<file path="config.mk">
export PLATFORM = sky130hd
export DESIGN_NAME = alu
export DESIGN_NICKNAME = d
export VERILOG_FILES = /design/src/rtl/alu_pkg.sv /design/src/rtl/alu_core.sv /design/src/rtl/alu.sv
export SDC_FILE = /design/constraint.sdc
export NUM_CORES = 1
export LEC_CHECK = 0
export BUFFER_PORTS_ARGS = -buffer_cell sky130_fd_sc_hd__buf_2
export CORE_UTILIZATION = 52
export DETAILED_ROUTE_END_ITERATION = 12
export PLACE_DENSITY = 0.78
export SLEW_MARGIN = 20
export SYNTH_ARGS = -nofsm -noshare
export SYNTH_HDL_FRONTEND = slang
export SYNTH_HIERARCHICAL = 1
export SYNTH_SLANG_ARGS = --single-unit
</file>
<file path="constraint.sdc">
create_clock -name clk -period 3.65 [get_ports clk]
set_clock_uncertainty 0.2 [all_clocks]
set_input_delay 0.5475 -clock clk [delete_from_list [all_inputs] [get_ports clk]]
set_output_delay 0.5475 -clock clk [all_outputs]
set_load 0.005 [all_outputs]
</file>
<file path="src/rtl/alu_pkg.sv">
// Shared definitions for the 16-bit ALU: data width, opcode encoding and status-flag layout.
package alu_pkg;

    localparam int DATA_W = 16;

    typedef enum logic [2:0] {
        OP_ADD = 3'b000,
        OP_SUB = 3'b001,
        OP_INC = 3'b010,
        OP_DEC = 3'b011,
        OP_AND = 3'b100,
        OP_OR  = 3'b101,
        OP_XOR = 3'b110,
        OP_NOT = 3'b111
    } opcode_e;

    typedef struct packed {
        logic z;
        logic c;
        logic n;
        logic v;
    } flags_t;

endpackage

</file>
<file path="src/rtl/alu_core.sv">
// Combinational ALU datapath: result and next-state flags from a, b and opcode.
// The flags port and the carry path exist only when ALU_FLAGS_EN is defined.
module alu_core
    import alu_pkg::*;
(
    input  logic [DATA_W-1:0] a_i,
    input  logic [DATA_W-1:0] b_i,
    input  logic [2:0]        opcode_i,
    output logic [DATA_W-1:0] result_o
`ifdef ALU_FLAGS_EN
    ,
    output flags_t            flags_o
`endif
);

    opcode_e           op;
    logic              is_logic;
    logic              sub_op;
    logic              use_one;
    logic [DATA_W-1:0] opnd;
    logic [DATA_W-1:0] arith;
    logic [DATA_W-1:0] logic_res;

    assign op       = opcode_e'(opcode_i);
    assign is_logic = opcode_i[2];
    assign sub_op   = (op == OP_SUB) || (op == OP_DEC);
    assign use_one  = (op == OP_INC) || (op == OP_DEC);
    // INC/DEC reuse the add/subtract path with a constant second operand.
    assign opnd     = use_one ? {{(DATA_W-1){1'b0}}, 1'b1} : b_i;

`ifdef ALU_FLAGS_EN
    logic [DATA_W:0] wide;
    logic            carry;

    assign wide  = sub_op ? ({1'b0, a_i} - {1'b0, opnd}) : ({1'b0, a_i} + {1'b0, opnd});
    assign arith = wide[DATA_W-1:0];
    assign carry = wide[DATA_W];
`else
    assign arith = sub_op ? (a_i - opnd) : (a_i + opnd);
`endif

    always_comb begin
        logic_res = '0;
        case (op)
            OP_AND:  logic_res = a_i & b_i;
            OP_OR:   logic_res = a_i | b_i;
            OP_XOR:  logic_res = a_i ^ b_i;
            OP_NOT:  logic_res = ~a_i;
            default: logic_res = '0;
        endcase
    end

    assign result_o = is_logic ? logic_res : arith;

`ifdef ALU_FLAGS_EN
    // Overflow: sign test on a and the effective second operand, then result sign vs a.
    assign flags_o.z = (result_o == '0);
    assign flags_o.n = result_o[DATA_W-1];
    assign flags_o.c = !is_logic && carry;
    assign flags_o.v = !is_logic
                       && (sub_op ? (a_i[DATA_W-1] != opnd[DATA_W-1])
                                  : (a_i[DATA_W-1] == opnd[DATA_W-1]))
                       && (arith[DATA_W-1] != a_i[DATA_W-1]);
`endif

endmodule

</file>
<file path="src/rtl/alu.sv">
// Registered 16-bit ALU top: one-cycle latency, valid-qualified output registers.
// Define ALU_FLAGS_EN to build the z/c/n/v flag registers; otherwise the flags are tied to 0.
module alu
    import alu_pkg::*;
(
    input  logic        clk,
    input  logic        rst,
    input  logic        in_valid,
    input  logic [0:15] a,
    input  logic [0:15] b,
    input  logic [0:2]  opcode,
    output logic [0:15] out,
    output logic        out_valid,
    output logic        flag_z,
    output logic        flag_c,
    output logic        flag_n,
    output logic        flag_v
);

    logic [DATA_W-1:0] out_d;
    logic [DATA_W-1:0] out_q;
    logic              out_valid_q;

`ifdef ALU_FLAGS_EN
    flags_t flags_d;
    flags_t flags_q;
`endif

    alu_core u_core (
        .a_i      (a),
        .b_i      (b),
        .opcode_i (opcode),
        .result_o (out_d)
`ifdef ALU_FLAGS_EN
        ,
        .flags_o  (flags_d)
`endif
    );

    // Result holds when no operation is accepted; valid is a one-cycle pulse.
    always_ff @(posedge clk) begin
        if (rst) begin
            out_q       <= '0;
            out_valid_q <= 1'b0;
        end else begin
            out_valid_q <= in_valid;
            if (in_valid) begin
                out_q <= out_d;
            end
        end
    end

`ifdef ALU_FLAGS_EN
    always_ff @(posedge clk) begin
        if (rst) begin
            flags_q <= '0;
        end else if (in_valid) begin
            flags_q <= flags_d;
        end
    end

    assign flag_z = flags_q.z;
    assign flag_c = flags_q.c;
    assign flag_n = flags_q.n;
    assign flag_v = flags_q.v;
`else
    assign flag_z = 1'b0;
    assign flag_c = 1'b0;
    assign flag_n = 1'b0;
    assign flag_v = 1'b0;
`endif

    assign out       = out_q;
    assign out_valid = out_valid_q;

endmodule

</file>
==> summary.txt, run 1 <==
Status
  • Outcome: completed

CTS
  • Root buffer selected by CTS: clkbuf_8
  • Maximum number of buffers from clock root to sink: 2
  • Clk_lat worst skew: 0.26 ns
  • Number of levels the H-tree was split into: 1
  • CTS tree: done
  • CTS Buf Count: 3
  • Number of buffers added for setup after CTS: 0
  • Clock sinks: 17
  • Worst-path clk slew: 0.07 ns

Critical path
  • Required time of the critical path: 3.65 ns
  • Critical path class: input port to flop
  • Arrival time of data at the critical path endpoint: 3.47 ns
  • Peak fanout along the critical path: 7
  • Kind of end point of the critical path: flop
  • Launching element type of the critical path: input port

Global routing
  • Antenna violations before repair: 0
  • Global-route wire length before repair: 13200 microns
  • Total Routing Usage GR: 0.268
  • GR Overflow Total: 0
  • Via count of the first global-routing pass: 2890
  • Maximum number of pins on one net before global-route repair: 19

Drt
  • Number of vias in the routed layout: 3076
  • Number of optimization iterations in the first detailed-route pass: 5
  • Total DRC errors in the routed layout: 0
  • Count of routing violations after the opening detailed-route iteration: 240
  • Final antenna-violating net count: 0
  • Total Routed Length: 7870 microns
  • Wire length per cell after detailed routing: 14.9 microns
  • Vias per cell: 5.81

STA
  • Slew HR: 0.609
  • Final count of pins violating max slew: 0
  • Maximum frequency from static timing analysis: 0.288 GHz
  • Sum of negative setup slack: 0 ns
  • Setup repair after global routing missed its margin: yes
  • Transition time at the pin with the least slew margin: 0.582 ns
  • Final cycle utilization of the critical path: 0.952
  • Fin Hold WS: 0.293 ns
  • Final hold violation count: 0
  • Final number of setup-violating endpoints: 0
  • Post-layout min period: 3.47 ns

Floorplan
  • Die Width: 77.9 microns
  • Effective utilization at floorplan: 0.540
  • Die area: 6060 sq um
  • Vertical die dimension: 77.9 microns
  • I/O pin count: 59
  • Core area: 5540 sq um
  • Site row count: 27

Synth
  • Sequential area share after synthesis: 0.114
  • Async set-or-reset flop fraction in the synthesized netlist: 0
  • Number of unique standard cell types used by synthesis: 56
  • Register bit count reported by yosys: 17
  • Avg Synthesized Cell Area: 8.05 sq um
  • Synth Cell Area: 2990 sq um
  • Number of enable-type register cells in the synthesized netlist: 0
  • Syn Inst Count: 372
  • Most used DFF post-synth: dfxtp_1
  • Cell type with the largest total area after synthesis: ha_1
  • Most area-consuming cells after synthesis: ha_1 (20%), mux4_2 (12%), dfxtp_1 (11%), inv_1 (6.4%), nor2_1 (5.4%)
  • Number of warnings reported in the yosys synthesis log: 6
  • Area fraction of the dominant cell type after synthesis: 0.196

Min path
  • Hold Crit Class: flop to flop

Final layout
  • Filler cell count in the final layout: 485
  • Share of post-route cells with drive strength above 1: 0.293
  • Storage element area: 340 sq um
  • Ant diodes: 0
  • Final layout net count: 544
  • Area used by multi-input combinational logic: 2370 sq um
  • Layout-stage area growth over the synthesis result: 21.6%

Pwr
  • Part of the power in registers: 0.243
  • Peak supply drop: 0.000198 V
  • Leakage power: 1.84 nW
  • Logic gate share of total power: 0.600
  • Switching power summed over all nets: 0.347 mW
  • Internal power component: 0.544 mW
  • Clock Power Share: 0.157
  • Switching part of the total: 0.389
  • Total design power: 0.891 mW
  • Power density over cell area: 245 nW/um^2

Placed design
  • Gp weighted congestion: 0.879
  • Buffers added on ports: 54
  • DP Wirelength: 6470 microns

Flow run
  • Total of max-cap violations: 0
[final cells by class]
| cell class | count | share of cell area |
|---|---|---|
| Multi-Input combinational cell | 286 | 0.650 |
| Clock inverter | 1 | 0.00138 |
| Timing Repair Buffer | 98 | 0.165 |
| Sequential cell | 17 | 0.0935 |
| Clock buffer | 3 | 0.0113 |
| Tap cell | 72 | 0.0248 |
| Inverter | 52 | 0.0536 |
[state kept, by name, summed over array words and instances, names as in the netlist]
register / cells
out: 16
out_valid: 1
[critical path: stages]
cell and delay, ns:
buf_2 0.11, nor4_2 0.28, buf_4 0.15, and3_1 0.20
a21oi_2 0.12, a21oi_1 0.18, nor2_1 0.07, a211oi_2 0.21
ha_1 0.31, nand2_1 0.12, o21ai_0 0.10, a21o_1 0.19
a21o_2 0.22, nor4_1 0.27, nand4bb_1 0.21, mux2i_1 0.09
nor2_1 0.09
[placed cells by master (no fill, tap or decap), types with 4 or more instances in the layout]
master and instances:
nand3_1 5, nand2_1 24, a21oi_1 23, o21ai_0 16, mux2i_1 16, nor2b_1 4, o31ai_1 5, inv_1 51
nand4_1 6, nor3_1 6, mux4_2 16, ha_1 47, o211ai_1 6, buf_4 44, buf_2 54, xnor2_1 9
dfxtp_1 17, a31oi_1 4, nor2_1 43, conb_1 4
[power by group through the flow]
stage	logic, mW	registers, mW	clock network, mW
after floorplan	0.332	0.222	0
after global placement	0.498	0.219	0
after detailed placement	0.519	0.221	0
after CTS	0.522	0.217	0.142
after global routing	0.587	0.219	0.150
final	0.535	0.217	0.140
[synth_stat cells, types with 2 or more instances]
cell       instances
clkbuf_1           5
a311o_1            3
buf_4              6
o21ai_0           16
a21o_1             3
nor2_1            43
o2bb2ai_1          2
o211ai_1           6
o221ai_1           3
nand2b_1           2
mux4_2            16
buf_2              5
nor4_1             2
o21a_1             3
nand4_1            6
o31ai_1            5
a21oi_1           24
o21bai_1           2
xnor2_1            9
nor2b_1            5
a211oi_1           5
and3_1             2
buf_1              2
mux2i_1           16
dfxtp_1           17
nand3_1            5
nand2_1           24
mux2_2             3
inv_1             51
nor3_1             6
a31oi_1            4
ha_1              47
[routing by layer]
| layer | up-vias | global-route usage | share of wire |
|---|---|---|---|
| met5 | - | 0 | 0 |
| met4 | 0 | 0.0811 | 0.016 |
| met3 | 15 | 0.00824 | 0.052 |
| met2 | 118 | 0.461 | 0.47 |
| met1 | 1448 | 0.361 | 0.46 |
| li1 | 1495 | - | - |
[what timing repair did]
| action | CTS | global route |
|---|---|---|
| hold endpoints to repair | 0 | 0 |
| hold buffers | 0 | 0 |
| endpoints found under the setup margin | 0 | 3 |
| resized for setup | 0 | 5 |
[final timing paths]
check | startpoint | end | slack, ns | depth (start not counted)
setup / recovery | b[10] | out[0]$_SDFFE_PP0P_ | 0.18 | 17
hold / removal | out[13]$_SDFFE_PP0P_ | out[13]$_SDFFE_PP0P_ | 0.29 | 2
setup reg to reg | out[9]$_SDFFE_PP0P_ | out[9]$_SDFFE_PP0P_ | 2.82 | 2
hold reg to reg | out[13]$_SDFFE_PP0P_ | out[13]$_SDFFE_PP0P_ | 0.29 | 2
[through the flow]
stage,cell area (sq um),instances,setup slack [ns],utilization
final,3640,529,0.177,0.657
after global routing,3640,529,-0.00625,0.657
after CTS,3620,529,0.176,0.653
after detailed placement,3570,525,-0.0796,0.644
after global placement,3570,525,-0.0364,0.644
after floorplan,3010,375,0.0447,-
[cell families after synthesis]
group,count (synthesis),synth area share
muxes,35,0.185
buffers and inverters,72,0.108
and+or+nand+nor,101,0.161
other,1,0.00125
AOI/OAI and AO/OA,88,0.198
adders and majority gates,48,0.203
xor gates and xnor gates,10,0.0293
DFF,17,0.114
(Power assumes the default switching activity.)
==> inputs of run 2 (changes only) <==
GPL_TIMING_DRIVEN = 0   (was default)
==> run 2 against run 1 <==
Compared with the run above:
- final cell count decreased by 3.2%
- largest cell class unchanged
- hold slack got worse by 0.0057 ns
- sequential share of layout area about the same
- fmax is 1.4% lower
- worst setup slack worse by 0.051 ns
- count of clock-buffer cells in the layout up 1
- via count is 0.16% higher
==> summary.txt, run 2 (synthesis gave the netlist of run 1 again) <==
CTS
  • Clock sinks: 17 (unchanged)
  • CTS Buf Count: 3 (unchanged)
  • Worst-path clk slew: 0.06 ns (was 0.07 ns)
  • CTS tree: done (unchanged)
  • Clk_lat worst skew: 0.24 ns (was 0.26 ns)
  • Maximum number of buffers from clock root to sink: 2 (unchanged)
  • Number of levels the H-tree was split into: 1 (unchanged)
  • # hold bufs at CTS: 0 (unchanged)
  • Root buffer selected by CTS: clkbuf_8 (unchanged)

Placed design
  • Buffers added on ports: 50 (was 54)
  • Worst slack at placement: -0.873 ns (was -0.0796 ns)
  • Standard cell area after detailed placement: 3350 sq um (was 3570 sq um)
  • Number of placed cells counting well taps: 497 (was 525)
  • Gp weighted congestion: 0.918 (was 0.879)
  • DP Wirelength: 6110 microns (was 6470 microns)

Global routing
  • Total Routing Usage GR: 0.257 (was 0.268)
  • GR Overflow Total: 0 (unchanged)
  • Antenna violations before repair: 0 (unchanged)
  • Global-route wire length before repair: 12500 microns (was 13200 microns)
  • Met1 Track Usage GR: 0.339 (was 0.361)
  • Maximum number of pins on one net before global-route repair: 14 (was 19)
  • Met3 usage: 0.0224 (was 0.00824)
  • Via count of the first global-routing pass: 2837 (was 2890)
  • Most used routing layer: met2 (unchanged)
  • Routing usage on met2: 0.440 (was 0.461)

Status
  • Outcome: completed (unchanged)

Drt
  • Wire length per cell after detailed routing: 15.7 microns (was 14.9 microns)
  • Count of routing violations after the opening detailed-route iteration: 214 (was 240)
  • Vias per cell: 6.02 (was 5.81)
  • Total DRC errors in the routed layout: 0 (unchanged)
  • Number of optimization iterations in the first detailed-route pass: 5 (unchanged)
  • Number of vias in the routed layout: 3081 (was 3076)
  • Total Routed Length: 8050 microns (was 7870 microns)
  • Final antenna-violating net count: 0 (unchanged)

Critical path
  • Critical path class: input port to flop (unchanged)
  • Most numerous cell on the critical path: nor2_1 (unchanged)
  • Max incr delay on CP: 0.44 ns (was 0.31 ns)
  • Required time of the critical path: 3.59 ns (was 3.65 ns)
  • Slowest cell on crit path: a21oi_1 (was ha_1)
  • Series of cell instances along the critical path: buf_2, nor4_4, nand3_1, nor3_1, nor2_1, o221ai_1, ha_1, a21oi_1, a2111oi_4, buf_4, o211ai_1, nand4bb_1, mux2i_1, nor2_1 (was buf_2, nor4_2, buf_4, and3_1, a21oi_2, a21oi_1, nor2_1, a211oi_2, ha_1, nand2_1, o21ai_0, a21o_1, a21o_2, nor4_1, nand4bb_1, mux2i_1, nor2_1)
  • Buffers plus inverters on the worst setup path: 2 (unchanged)
  • Peak fanout along the critical path: 5 (was 7)
  • Kind of end point of the critical path: flop (unchanged)
  • Arrival time of data at the critical path endpoint: 3.46 ns (was 3.47 ns)
  • Top cell family by delay on the critical path: simple AND/OR/NAND/NOR gates (unchanged)
  • Launching element type of the critical path: input port (unchanged)

Final layout
  • Layout-stage area growth over the synthesis result: 21.4% (was 21.6%)
  • Non-filler instance count after layout: 512 (was 529)
  • Final layout net count: 527 (was 544)
  • Share of post-route cells with drive strength above 1: 0.286 (was 0.293)
  • Commonest non-fill, non-tap cells in the layout: buf_2 (54), inv_1 (51), ha_1 (45), nor2_1 (40), nand2_1 (24) (was buf_2 (54), inv_1 (51), ha_1 (47), buf_4 (44), nor2_1 (43))
  • Ant diodes: 0 (unchanged)
  • Summed area of non-filler cells in the final layout: 3630 sq um (was 3640 sq um)
  • Max reg flops: 16 (unchanged)
  • Most frequent standard cell in the layout excluding fill and tap cells: buf_2 (unchanged)

STA
  • Sum of negative setup slack: 0 ns (unchanged)
  • Maximum frequency from static timing analysis: 0.284 GHz (was 0.288 GHz)
  • Transition time at the pin with the least slew margin: 0.776 ns (was 0.582 ns)
  • Final count of pins violating max slew: 0 (unchanged)
  • Crit path setup slack, layout: 0.126 ns (was 0.177 ns)
  • Slew HR: 0.483 (was 0.609)
  • Post-layout min period: 3.52 ns (was 3.47 ns)
  • Final cycle utilization of the critical path: 0.965 (was 0.952)
  • Final number of setup-violating endpoints: 0 (unchanged)
  • Final hold violation count: 0 (unchanged)

Floorplan
  • Die Width: 77.9 microns (unchanged)
  • I/O pin count: 59 (unchanged)
  • Vertical die dimension: 77.9 microns (unchanged)
  • Core area: 5540 sq um (unchanged)
  • Die area: 6060 sq um (unchanged)
  • Effective utilization at floorplan: 0.540 (unchanged)
  • Site row count: 27 (unchanged)

Pwr
  • Power density over cell area: 243 nW/um^2 (was 245 nW/um^2)
  • Leakage power: 1.77 nW (was 1.84 nW)
  • Peak supply drop: 0.000214 V (was 0.000198 V)
  • Total design power: 0.883 mW (was 0.891 mW)

Min path
  • Hold Crit Class: flop to flop (unchanged)

Flow run
  • Total of max-cap violations: 0 (unchanged)
## run 2: changes by cell type in the layout (fill, tap and decap cells not counted), sizes merged
cell    delta
buf       -20
clkinv     -1
clkbuf     +4
## run 2: layout make-up
class / count / area (sq um)
multi-input combinational: 286 / 2470
fill: 483 / 1910
sequential: 17 / 340
timing repair buffer: 62 / 340
inverter: 52 / 195
buffer: 19 / 150
tap: 72 / 90.1
clock buffer: 4 / 45.0
## run 2: layer usage
metal | up-vias | routed length (microns) | share of wire
met5 | - | 0 | 0
met4 | 0 | 167 | 0.021
met1 | 1440 | 3460 | 0.43
met2 | 153 | 3890 | 0.48
li1 | 1468 | - | -
met3 | 20 | 530 | 0.066
## run 2: through the flow
step | util | hold slack [ns]
6_report | 0.656 | 0.287
5_1_grt | 0.656 | 0.312
4_1_cts | 0.623 | 0.292
3_5_place_dp | 0.604 | 0.277
3_3_place_gp | 0.604 | 0.266
2_1_floorplan | - | 0.285
## run 2: path summary, 6_finish.rpt
path / startpoint / to / slack (ns) / depth (start not counted)
min: out[6]$_SDFFE_PP0P_ / out[6]$_SDFFE_PP0P_ / 0.29 / 2
max: b[10] / out[0]$_SDFFE_PP0P_ / 0.13 / 14
max reg2reg: out[2]$_SDFFE_PP0P_ / out[2]$_SDFFE_PP0P_ / 2.84 / 2
min reg2reg: out[6]$_SDFFE_PP0P_ / out[6]$_SDFFE_PP0P_ / 0.29 / 2
## run 2: tightest hold or removal path, stage by stage, from the launching register on
cell	delay (ns)
dfxtp_1	0.32
mux2i_1	0.06
nor2_1	0.07
## run 2: power by group
part	switching (mW)	internal (mW)	total, mW	leakage [nW]
Sequential	0.00931	0.206	0.216	0.141
Combinational	0.286	0.248	0.534	1.60
Clock	0.0562	0.0773	0.133	0.0228
Total	0.351	0.532	0.883	1.77
## run 2: repair_timing
item                       CTS  global route
pin swaps                    3            12
setup endpoints to repair   11            10
gates resized for setup     12            29
setup buffers                4             8
